### src/rtl/noc_pkg.sv
// Shared NoC definitions: output-port one-hot codes, VC state encoding and
// the XY dimension-order routing function.
package noc_pkg;

  localparam int N_PORT     = 5;
  localparam int ADDR_MAX_W = 8;

  localparam logic [N_PORT-1:0] P_LOCAL = 5'b00001;
  localparam logic [N_PORT-1:0] P_NORTH = 5'b00010;
  localparam logic [N_PORT-1:0] P_EAST  = 5'b00100;
  localparam logic [N_PORT-1:0] P_SOUTH = 5'b01000;
  localparam logic [N_PORT-1:0] P_WEST  = 5'b10000;

  typedef enum logic [1:0] {
    IDLE   = 2'd0,
    ROUTE  = 2'd1,
    ACTIVE = 2'd2
  } vc_state_e;

  function automatic int tail_bit(input int data_width);
    return data_width - 1;
  endfunction

  // X is resolved before Y, which keeps XY routing deadlock-free on a mesh.
  function automatic logic [N_PORT-1:0] xy_route(
    input logic [ADDR_MAX_W-1:0] x_dst,
    input logic [ADDR_MAX_W-1:0] y_dst,
    input logic [ADDR_MAX_W-1:0] x_cur,
    input logic [ADDR_MAX_W-1:0] y_cur
  );
    logic [N_PORT-1:0] port;
    if (x_dst > x_cur)      port = P_EAST;
    else if (x_dst < x_cur) port = P_WEST;
    else if (y_dst > y_cur) port = P_NORTH;
    else if (y_dst < y_cur) port = P_SOUTH;
    else                    port = P_LOCAL;
    return port;
  endfunction

endpackage

### src/rtl/vc_fifo.sv
// Single virtual-channel flit FIFO; DEPTH must be a power of two so the
// pointers wrap naturally. Push while full and pop while empty are ignored.
module vc_fifo #(
  parameter int DATA_WIDTH = 8,
  parameter int DEPTH      = 4
) (
  input  logic                  clk,
  input  logic                  rst_n,
  input  logic                  push,
  input  logic                  pop,
  input  logic [DATA_WIDTH-1:0] data_in,
  output logic                  full,
  output logic                  empty,
  output logic [DATA_WIDTH-1:0] head
);

  localparam int PTR_W = $clog2(DEPTH);
  localparam int CNT_W = PTR_W + 1;

  logic [DATA_WIDTH-1:0] mem_q [DEPTH];
  logic [PTR_W-1:0]      wr_ptr_q, wr_ptr_d;
  logic [PTR_W-1:0]      rd_ptr_q, rd_ptr_d;
  logic [CNT_W-1:0]      count_q, count_d;
  logic                  do_push, do_pop;

  assign full  = (count_q == CNT_W'(DEPTH));
  assign empty = (count_q == '0);
  assign head  = mem_q[rd_ptr_q];

  // NOTE: every always_comb output gets a default first, so no path can infer a latch.
  always_comb begin
    do_push  = push && !full;
    do_pop   = pop && !empty;
    wr_ptr_d = wr_ptr_q;
    rd_ptr_d = rd_ptr_q;
    count_d  = count_q;
    if (do_push) wr_ptr_d = wr_ptr_q + PTR_W'(1);
    if (do_pop)  rd_ptr_d = rd_ptr_q + PTR_W'(1);
    case ({do_push, do_pop})
      2'b10:   count_d = count_q + CNT_W'(1);
      2'b01:   count_d = count_q - CNT_W'(1);
      default: count_d = count_q;
    endcase
  end

  // NOTE: state flops use non-blocking assignments so every flop samples pre-edge values.
  always_ff @(posedge clk or negedge rst_n) begin
    if (!rst_n) begin
      wr_ptr_q <= '0;
      rd_ptr_q <= '0;
      count_q  <= '0;
    end else begin
      wr_ptr_q <= wr_ptr_d;
      rd_ptr_q <= rd_ptr_d;
      count_q  <= count_d;
    end
  end

  // NOTE: flit storage is deliberately not reset; count_q alone decides which entries are live.
  always_ff @(posedge clk) begin
    if (do_push) mem_q[wr_ptr_q] <= data_in;
  end

endmodule

### src/rtl/input_port_vc.sv
// Router input port with N_VC virtual-channel FIFOs, per-VC wormhole XY route
// state and a registered single-flit output. Define INPUT_PORT_ERR_EN to add a sticky err output.
module input_port_vc
  import noc_pkg::*;
#(
  parameter  int DATA_WIDTH = 8,
  parameter  int N_ADD      = 2,
  parameter  int DEPTH      = 4,
  parameter  int N_VC       = 2,
  localparam int VC_W       = (N_VC > 1) ? $clog2(N_VC) : 1
) (
  input  logic                     clk,
  input  logic                     rst,
  input  logic [N_ADD-1:0]         X_cur,
  input  logic [N_ADD-1:0]         Y_cur,
  input  logic                     val,
  input  logic [VC_W-1:0]          vc_in,
  input  logic [DATA_WIDTH-1:0]    Data_in,
  output logic [N_VC-1:0]          ret,
  output logic [N_VC*N_PORT-1:0]   register,
  input  logic [N_VC-1:0]          grant,
  output logic [DATA_WIDTH-1:0]    Data_out,
  output logic [VC_W-1:0]          vc_out,
`ifdef INPUT_PORT_ERR_EN
  output logic                     valid_out,
  output logic                     err
`else
  output logic                     valid_out
`endif
);

  localparam int TAIL = tail_bit(DATA_WIDTH);

  logic [N_VC-1:0]       push, pop, full, empty, req;
  logic [DATA_WIDTH-1:0] head [N_VC];
  vc_state_e             state_q [N_VC], state_d [N_VC];
  logic [N_PORT-1:0]     route_q [N_VC], route_d [N_VC];
  logic [DATA_WIDTH-1:0] data_out_q, data_out_d;
  logic [VC_W-1:0]       vc_out_q, vc_out_d;
  logic                  valid_out_q, valid_out_d;
  logic                  lower_granted;

  for (genvar v = 0; v < N_VC; v++) begin : g_vc
    vc_fifo #(
      .DATA_WIDTH(DATA_WIDTH),
      .DEPTH     (DEPTH)
    ) u_fifo (
      .clk    (clk),
      .rst_n  (rst),
      .push   (push[v]),
      .pop    (pop[v]),
      .data_in(Data_in),
      .full   (full[v]),
      .empty  (empty[v]),
      .head   (head[v])
    );
  end

  assign ret       = ~full;
  assign Data_out  = data_out_q;
  assign vc_out    = vc_out_q;
  assign valid_out = valid_out_q;

  // NOTE: lower_granted is a blocking running flag; its value carries between loop iterations.
  always_comb begin
    push          = '0;
    pop           = '0;
    req           = '0;
    register      = '0;
    lower_granted = 1'b0;
    for (int v = 0; v < N_VC; v++) begin
      push[v] = val && (vc_in == VC_W'(v)) && !full[v];
      req[v]  = (state_q[v] == ACTIVE) && !empty[v];
      register[v*N_PORT +: N_PORT] = req[v] ? route_q[v] : '0;
      // Only the lowest set grant bit may pop, and only from a requesting VC.
      pop[v]        = grant[v] && req[v] && !lower_granted;
      lower_granted = lower_granted || grant[v];
    end
  end

  always_comb begin
    data_out_d  = data_out_q;
    vc_out_d    = vc_out_q;
    valid_out_d = 1'b0;
    for (int v = 0; v < N_VC; v++) begin
      state_d[v] = state_q[v];
      route_d[v] = route_q[v];
      case (state_q[v])
        IDLE:   if (!empty[v]) state_d[v] = ROUTE;
        ROUTE: begin
          route_d[v] = xy_route(ADDR_MAX_W'(head[v][2*N_ADD-1:N_ADD]),
                                ADDR_MAX_W'(head[v][N_ADD-1:0]),
                                ADDR_MAX_W'(X_cur), ADDR_MAX_W'(Y_cur));
          state_d[v] = ACTIVE;
        end
        ACTIVE: if (pop[v] && head[v][TAIL]) begin
          state_d[v] = IDLE;
          route_d[v] = '0;
        end
        default: state_d[v] = IDLE;
      endcase
      if (pop[v]) begin
        data_out_d  = head[v];
        vc_out_d    = VC_W'(v);
        valid_out_d = 1'b1;
      end
    end
  end

  always_ff @(posedge clk or negedge rst) begin
    if (!rst) begin
      for (int v = 0; v < N_VC; v++) begin
        state_q[v] <= IDLE;
        route_q[v] <= '0;
      end
      data_out_q  <= '0;
      vc_out_q    <= '0;
      valid_out_q <= 1'b0;
    end else begin
      for (int v = 0; v < N_VC; v++) begin
        state_q[v] <= state_d[v];
        route_q[v] <= route_d[v];
      end
      data_out_q  <= data_out_d;
      vc_out_q    <= vc_out_d;
      valid_out_q <= valid_out_d;
    end
  end

`ifdef INPUT_PORT_ERR_EN
  logic err_q, err_d, err_event;

  assign err = err_q;

  always_comb begin
    err_event = (grant & (grant - N_VC'(1))) != '0;
    for (int v = 0; v < N_VC; v++) begin
      if (val && (vc_in == VC_W'(v)) && full[v]) err_event = 1'b1;
      if (grant[v] && !req[v])                  err_event = 1'b1;
    end
    err_d = err_q || err_event;
  end

  always_ff @(posedge clk or negedge rst) begin
    if (!rst) err_q <= 1'b0;
    else      err_q <= err_d;
  end
`endif

endmodule

### config.mk
export PLATFORM = sky130hd
export DESIGN_NAME = input_port_vc
export DESIGN_NICKNAME = d
export VERILOG_FILES = /design/src/rtl/noc_pkg.sv /design/src/rtl/vc_fifo.sv /design/src/rtl/input_port_vc.sv
export SDC_FILE = /design/constraint.sdc
export NUM_CORES = 1
export LEC_CHECK = 0
export CAP_MARGIN = 20
export CORE_UTILIZATION = 30
export DETAILED_ROUTE_END_ITERATION = 10
export GPL_TIMING_DRIVEN = 0
export HOLD_SLACK_MARGIN = 0.1
export PLACE_DENSITY_LB_ADDON = 0.05
export SLEW_MARGIN = 0
export SYNTH_ARGS = -nofsm -noshare
export SYNTH_HDL_FRONTEND = slang
export SYNTH_SLANG_ARGS = --single-unit
### constraint.sdc
create_clock -name clk -period 3.05 [get_ports clk]
set_input_delay 0.915 -clock clk [delete_from_list [all_inputs] [get_ports clk]]
set_output_delay 0.915 -clock clk [all_outputs]
set_load 0.02 [all_outputs]
==> metrics, run 1 <==
status finished with violations; failing checks design-rule violations; CTS Buf Count 9; GRT overflow 0; distinct cell type count after synthesis 50; largest net degree at the start of global routing 34; RD Place Congestion 0.690; final critical-path required period 2.91 ns; most used flip-flop cell after synthesis edfxtp_1; die width 125 µm; core area 14700 µm²; vias in the first global route 2641; type of the worst setup path reg -> out; Fmax 344 MHz; H-tree depth 3; DRC violations left 6; IO Pins 40; Mapped Nets 338; Final Hold Fails 0; Lkg Pwr 2.16 nW; Post-Syn Area 4560 µm²; Final setup viols 0; Post-synth ARST share 37.3%; Setup Skew 0.00750 ns; most common cell after layout, fill and taps aside edfxtp_1; clock latency on the worst-skew pair 0.35 ns; Longest Clk Path Bufs 2; power density cells 926 nW/µm²; Multi-input gate area 1560 µm²; final-report max-slew violation count 0; DRT antenna net count 0; Max-Cap Viols 0; Nets 388; ANT cells 0; Worst EP arrival 2.00 ns; via count 2575; hold-fix buffers at CTS 0; drt via density 4.78; Worst-path clk slew 0.07 ns; Max Fanout on Critical Path 8; # rows 44; Synth Instances 300; Seq. cell area 2870 µm²; Avg Synthesized Cell Area 15.2 µm²; CTS root buf clkbuf_16; drt pass-1 iters 9; count of synthesis-stage warnings from yosys 0; # fillers 1394; CTS tree yes; total die area 15700 µm²; number of flops mapped to enable cells by yosys 64; Final Util 37.5%; VDD IR max 0.000308 V; PortBufs 39; startpoint type of the worst setup path flop; most frequent cells in the layout 64 x edfxtp_1, 38 x dfrtp_1, 35 x clkdlybuf4s50_1; final worst slack 0.139 ns; RSZ-0062 raised after global routing false; clk sink count 102; Worst-Margin Slew 0.595 ns; Rel. slew slack 60.3%; final period utilization 95.4%; synthesized flop and latch total 102; DR iter-0 viols 163; CP Capture Type output port; first-pass GRT wire length 15800 µm; Initial Utilization 31.0%; DP HPWL 7060 µm; Hold Path Class in -> async; WP data required 2.13 ns; post-DR wirelength/cell 18.5 µm; Cell Area, Placed 5190 µm²; share of layout cells above drive strength 1 13.2%; final instance area 5520 µm²; pre-CTS setup slack -0.530 ns; vertical die dimension 125 µm; GRT Overall Usage 14.0%; Layout area overhead 21.0%; post-synthesis sequential area ratio 63.0%; Total Wirelength 9990 µm; initial antenna violation count 0
-- where the power goes --
| part | switching, mW | internal, mW |
|---|---|---|
| Sequential | 0.208 | 1.81 |
| Clock | 0.517 | 0.641 |
| Combinational | 1.04 | 0.892 |
-- what timing repair did --
| item | in CTS | in global routing |
|---|---|---|
| resized for setup | 6 | 6 |
| endpoints found under the setup margin | 12 | 5 |
| pin swaps | 0 | 1 |
| setup buffers | 0 | 1 |
| hold endpoints to repair | 0 | 0 |
-- Yosys cell counts, types with 3 or more instances --
cell	instances	area share [%]
nor2b_1	6	0.82
dfrtp_1	38	21
nand2b_1	4	0.55
a311o_2	3	0.74
a221o_1	5	1.1
a21oi_1	3	0.33
ha_1	18	4.9
edfxtp_1	64	42
mux4_2	9	4.4
nor2_1	4	0.33
xnor2_1	8	1.5
nor3_1	12	1.3
xor2_1	4	0.77
and2_1	16	2.2
and3_1	7	0.96
o21ai_0	5	0.55
clkbuf_1	5	0.41
nand3_1	5	0.55
nand2_1	11	0.91
inv_1	27	2.2
mux4_1	7	4.0
-- logic make-up after synthesis --
logic type                 synth area share (%)
DFF                                        63.0
and+or+nand+nor                            9.34
buffers and inverters                      3.38
AOI/OAI and AO/OA                          6.59
muxes                                      9.53
adders and majority gates                  5.82
xor gates and xnor gates                   2.31
-- critical path: stages (launching register included) --
cell	delay [ns]
dfrtp_1	0.43
nand2b_1	0.16
clkbuf_1	0.20
nor3_1	0.23
clkdlybuf4s50_1	0.63
-- through the flow --
step	std cells	power (mW)	hold slack, ns	TNS, ns
6_report	539	5.11	0.401	0
3_3_place_gp	523	3.96	0.465	-5.55
4_1_cts	538	5.16	0.391	0
2_1_floorplan	300	3.31	0.448	0
5_1_grt	539	5.48	0.391	0
3_5_place_dp	524	3.98	0.473	-1.51
-- state kept, by name, summed over array words and instances, names as in the netlist --
| register | cells |
|---|---|
| g_vc.u_fifo.wr_ptr_q | 4 |
| route_q | 10 |
| vc_out | 1 |
| valid_out | 1 |
| g_vc.u_fifo.rd_ptr_q | 4 |
| Data_out | 8 |
| g_vc.u_fifo.count_q | 6 |
| state_q | 4 |
| g_vc.u_fifo.mem_q | 64 |
-- worst paths after layout --
path	from	to	slack, ns	depth (start not counted)
hold / removal	rst	g_vc[0].u_fifo.count_q[1]	0.40	1
max in group asynchronous	rst	g_vc[1].u_fifo.wr_ptr_q[1]	2.20	2
min in group clk	route_q[0]	route_q[0]	0.48	1
setup / recovery	state_q[2]	register[1]	0.14	4
setup reg to reg	g_vc[0].u_fifo.count_q[1]	g_vc[0].u_fifo.count_q[2]	0.62	10
hold reg to reg	route_q[0]	route_q[0]	0.48	1
-- area by class of cell --
class / count / area share (%)
plain buffers: 8 / 0.862
clock buffers: 11 / 4.22
clock inverters: 5 / 1.04
inverters: 27 / 1.84
multi-input cells: 161 / 28.2
flip-flops and latches: 102 / 52.1
well taps: 184 / 4.17
repair buffers: 41 / 7.55
-- per-layer routing --
| metal | part of all wire (%) | routed length, µm | up-vias | global-route usage [%] |
|---|---|---|---|---|
| li1 | - | - | 1221 | - |
| met1 | 48 | 4850 | 1297 | 19.1 |
| met2 | 46 | 4640 | 45 | 21.5 |
| met3 | 3.1 | 312 | 12 | 2.87 |
| met4 | 1.9 | 194 | 0 | 6.24 |
| met5 | 0 | 0 | - | 0 |
No activity file was read; power rests on OpenSTA's default activity.
==> inputs of run 2 (changes only) <==
--- a/config.mk
+++ b/config.mk
@@ -7,10 +7,10 @@
 export LEC_CHECK = 0
 export CAP_MARGIN = 20
 export CORE_UTILIZATION = 30
+export CTS_CLUSTER_SIZE = 28
 export DETAILED_ROUTE_END_ITERATION = 10
 export GPL_TIMING_DRIVEN = 0
-export HOLD_SLACK_MARGIN = 0.1
-export PLACE_DENSITY_LB_ADDON = 0.05
+export HOLD_SLACK_MARGIN = 0.05
 export SLEW_MARGIN = 0
 export SYNTH_ARGS = -nofsm -noshare
 export SYNTH_HDL_FRONTEND = slang
==> run 2 against run 1 <==
Compared with the run above:
- the flow still finishes with violations (design-rule violations)
- clock power is 4% higher
- fmax is 1.8% lower
- worst setup slack worse by 0.052 ns
- combinational power is 4% lower
- sequential share of layout area is 0.24 points higher
- non-clock buffer count is 2 lower
- critical path depth stayed put
- critical path type unchanged
- wire length is 11% lower
- first-iteration DRC count is 26% higher
- worst hold slack better by 0.085 ns
- power is 0.43% lower
- via count is 0.66% lower
==> metrics, run 2 (synthesis gave the netlist of run 1 again) <==
status finished with violations; failing checks design-rule violations; CTS Buf Count 9 (unchanged); first-pass GRT wire length 14600 µm (-7.8%); Cell Area, Placed 5170 µm² (-0.39%); Nets 386 (-0.52%); final critical-path required period 2.96 ns (+0.0519 ns); IO Pins 40 (unchanged); Worst-Margin Slew 0.909 ns (+0.314 ns); final instance area 5490 µm² (-0.45%); Rel. slew slack 39.4% (-21 points); DRC violations left 10 (+4); RSZ-0062 raised after global routing true; Max Fanout on Critical Path 10 (+2); DRT antenna net count 0 (unchanged); type of the worst setup path reg -> out; Longest Clk Path Bufs 2 (unchanged); post-DR wirelength/cell 16.5 µm (-11%); Final Util 37.4% (-0.17 points); max FFs per register 64 (unchanged); drt via density 4.76 (-0.29%); RD Place Congestion 0.751 (+8.9%); H-tree depth 3 (unchanged); Initial Utilization 31.0% (unchanged); ANT cells 0 (unchanged); Critical Path End register[4]; WP data required 2.13 ns (about the same); largest net degree at the start of global routing 39 (+15%); via count 2558 (-0.66%); PortBufs 39 (unchanged); R2R setup slack 0.69 ns (+0.07 ns); Lkg Pwr 2.11 nW (-2.2%); power density cells 926 nW/µm² (about the same); Hold Path Class reg -> reg; r2r endpoint g_vc[0].u_fifo.count_q[2]; Worst-path clk slew 0.07 ns (about the same); CP Capture Type output port; VDD IR max 0.000304 V (-1.2%); Final setup viols 0 (unchanged); most common cell after layout, fill and taps aside edfxtp_1; # rows 44 (unchanged); CTS tree yes; vias in the first global route 2690 (+1.9%); GRT Overall Usage 12.5% (-1.5 points); Reg-to-Reg Start g_vc[0].u_fifo.count_q[1]; DP HPWL 6480 µm (-8.2%); core area 14700 µm² (unchanged); Layout area overhead 20.5%; Setup Buffers After CTS 0 (unchanged); Max-Cap Viols 0 (unchanged); drt pass-1 iters 9 (unchanged); total die area 15700 µm² (unchanged); Final Hold Fails 0 (unchanged); vertical die dimension 125 µm (unchanged); final period utilization 97.1% (+1.7 points); final-report max-slew violation count 0 (unchanged); initial antenna violation count 0 (unchanged); Setup Skew 0.00673 ns (-0.000772 ns); Fmax 338 MHz (-1.8%); die width 125 µm (unchanged); clock latency on the worst-skew pair 0.35 ns (about the same); startpoint type of the worst setup path flop; worst reg2reg path depth 10 (unchanged); clk sink count 102 (unchanged); CTS root buf clkbuf_16; Worst Setup SP g_vc[0].u_fifo.count_q[1]; DR iter-0 viols 205 (+26%); Worst EP arrival 2.05 ns (+0.05 ns); GRT overflow 0 (unchanged); share of layout cells above drive strength 1 12.2% (-1.1 points); Reg with most FFs g_vc.u_fifo.mem_q; Total Wirelength 8850 µm (-11%); most frequent cells in the layout 64 x edfxtp_1, 38 x dfrtp_1, 37 x clkdlybuf4s50_1
-- run 2: cell count changes in the layout (fill, tap and decap cells not counted), sizes merged --
cell           previous run  this run
clkinv                    2         1
bufinv                    1         2
buf                       7         4
inv                      29        27
clkdlybuf4s50            35        37
clkbuf                   15        17
clkinvlp                  0         1
dlymetal6s2s              2         0
-- run 2: what timing repair did --
| item | CTS | global route |
|---|---|---|
| setup endpoints to repair | 7 | 8 |
| cloned | 0 | 0 |
| hold buffers | 0 | 0 |
| resized for setup | 3 | 5 |
-- run 2: critical path, stage by stage, from the launching register on --
cell and delay [ns]:
dfrtp_1 0.43, or3_1 0.54, buf_4 0.24, and3_1 0.18, dlygate4sd2_1 0.32
-- run 2: metrics by stage --
stage | TNS (ns) | cells | total power, mW | hold slack [ns] | setup WS, ns
detailed placement | -1.36 | 523 | 3.93 | 0.474 | -0.470
CTS | 0 | 538 | 5.13 | 0.493 | 0.00122
global placement | -1.10 | 523 | 3.87 | 0.470 | -0.418
floorplan | 0 | 300 | 3.31 | 0.448 | 0.362
global route | -0.0285 | 537 | 5.40 | 0.496 | -0.0285
finish | 0 | 537 | 5.08 | 0.485 | 0.0873
-- run 2: worst min path at each step --
stage,startpoint,to,slack (ns),cells past startpoint
after floorplan,route_q[2],route_q[2],0.45,1
after global placement,route_q[0],route_q[0],0.47,1
after detailed placement,route_q[2],route_q[2],0.47,1
after CTS,route_q[1],route_q[1],0.49,1
after global routing,route_q[1],route_q[1],0.50,1
final,route_q[2],route_q[2],0.49,1
-- run 2: report_power, final --
part	switching [mW]	total, mW	internal, mW
Combinational	0.986	1.86	0.877
Clock	0.488	1.21	0.718
Sequential	0.206	2.01	1.81
Total	1.68	5.08	3.40
-- run 2: layer usage --
layer | wire length [µm] | global-route usage (%) | share of wire [%] | vias up
met5 | 0 | 0 | 0 | -
met4 | 175 | 5.88 | 2.0 | 0
met3 | 327 | 2.52 | 3.7 | 11
met2 | 4110 | 20.0 | 46 | 51
met1 | 4230 | 16.3 | 48 | 1276
li1 | - | - | - | 1220
-- run 2: final cells by class --
type | instances | area, µm²
plain buffers | 8 | 47.5
clock buffers | 12 | 236
clock inverters | 4 | 71.3
fillers | 1357 | 9210
flip-flops and latches | 102 | 2870
well taps | 184 | 230
inverters | 27 | 104
repair buffers | 39 | 384
multi-input cells | 161 | 1540
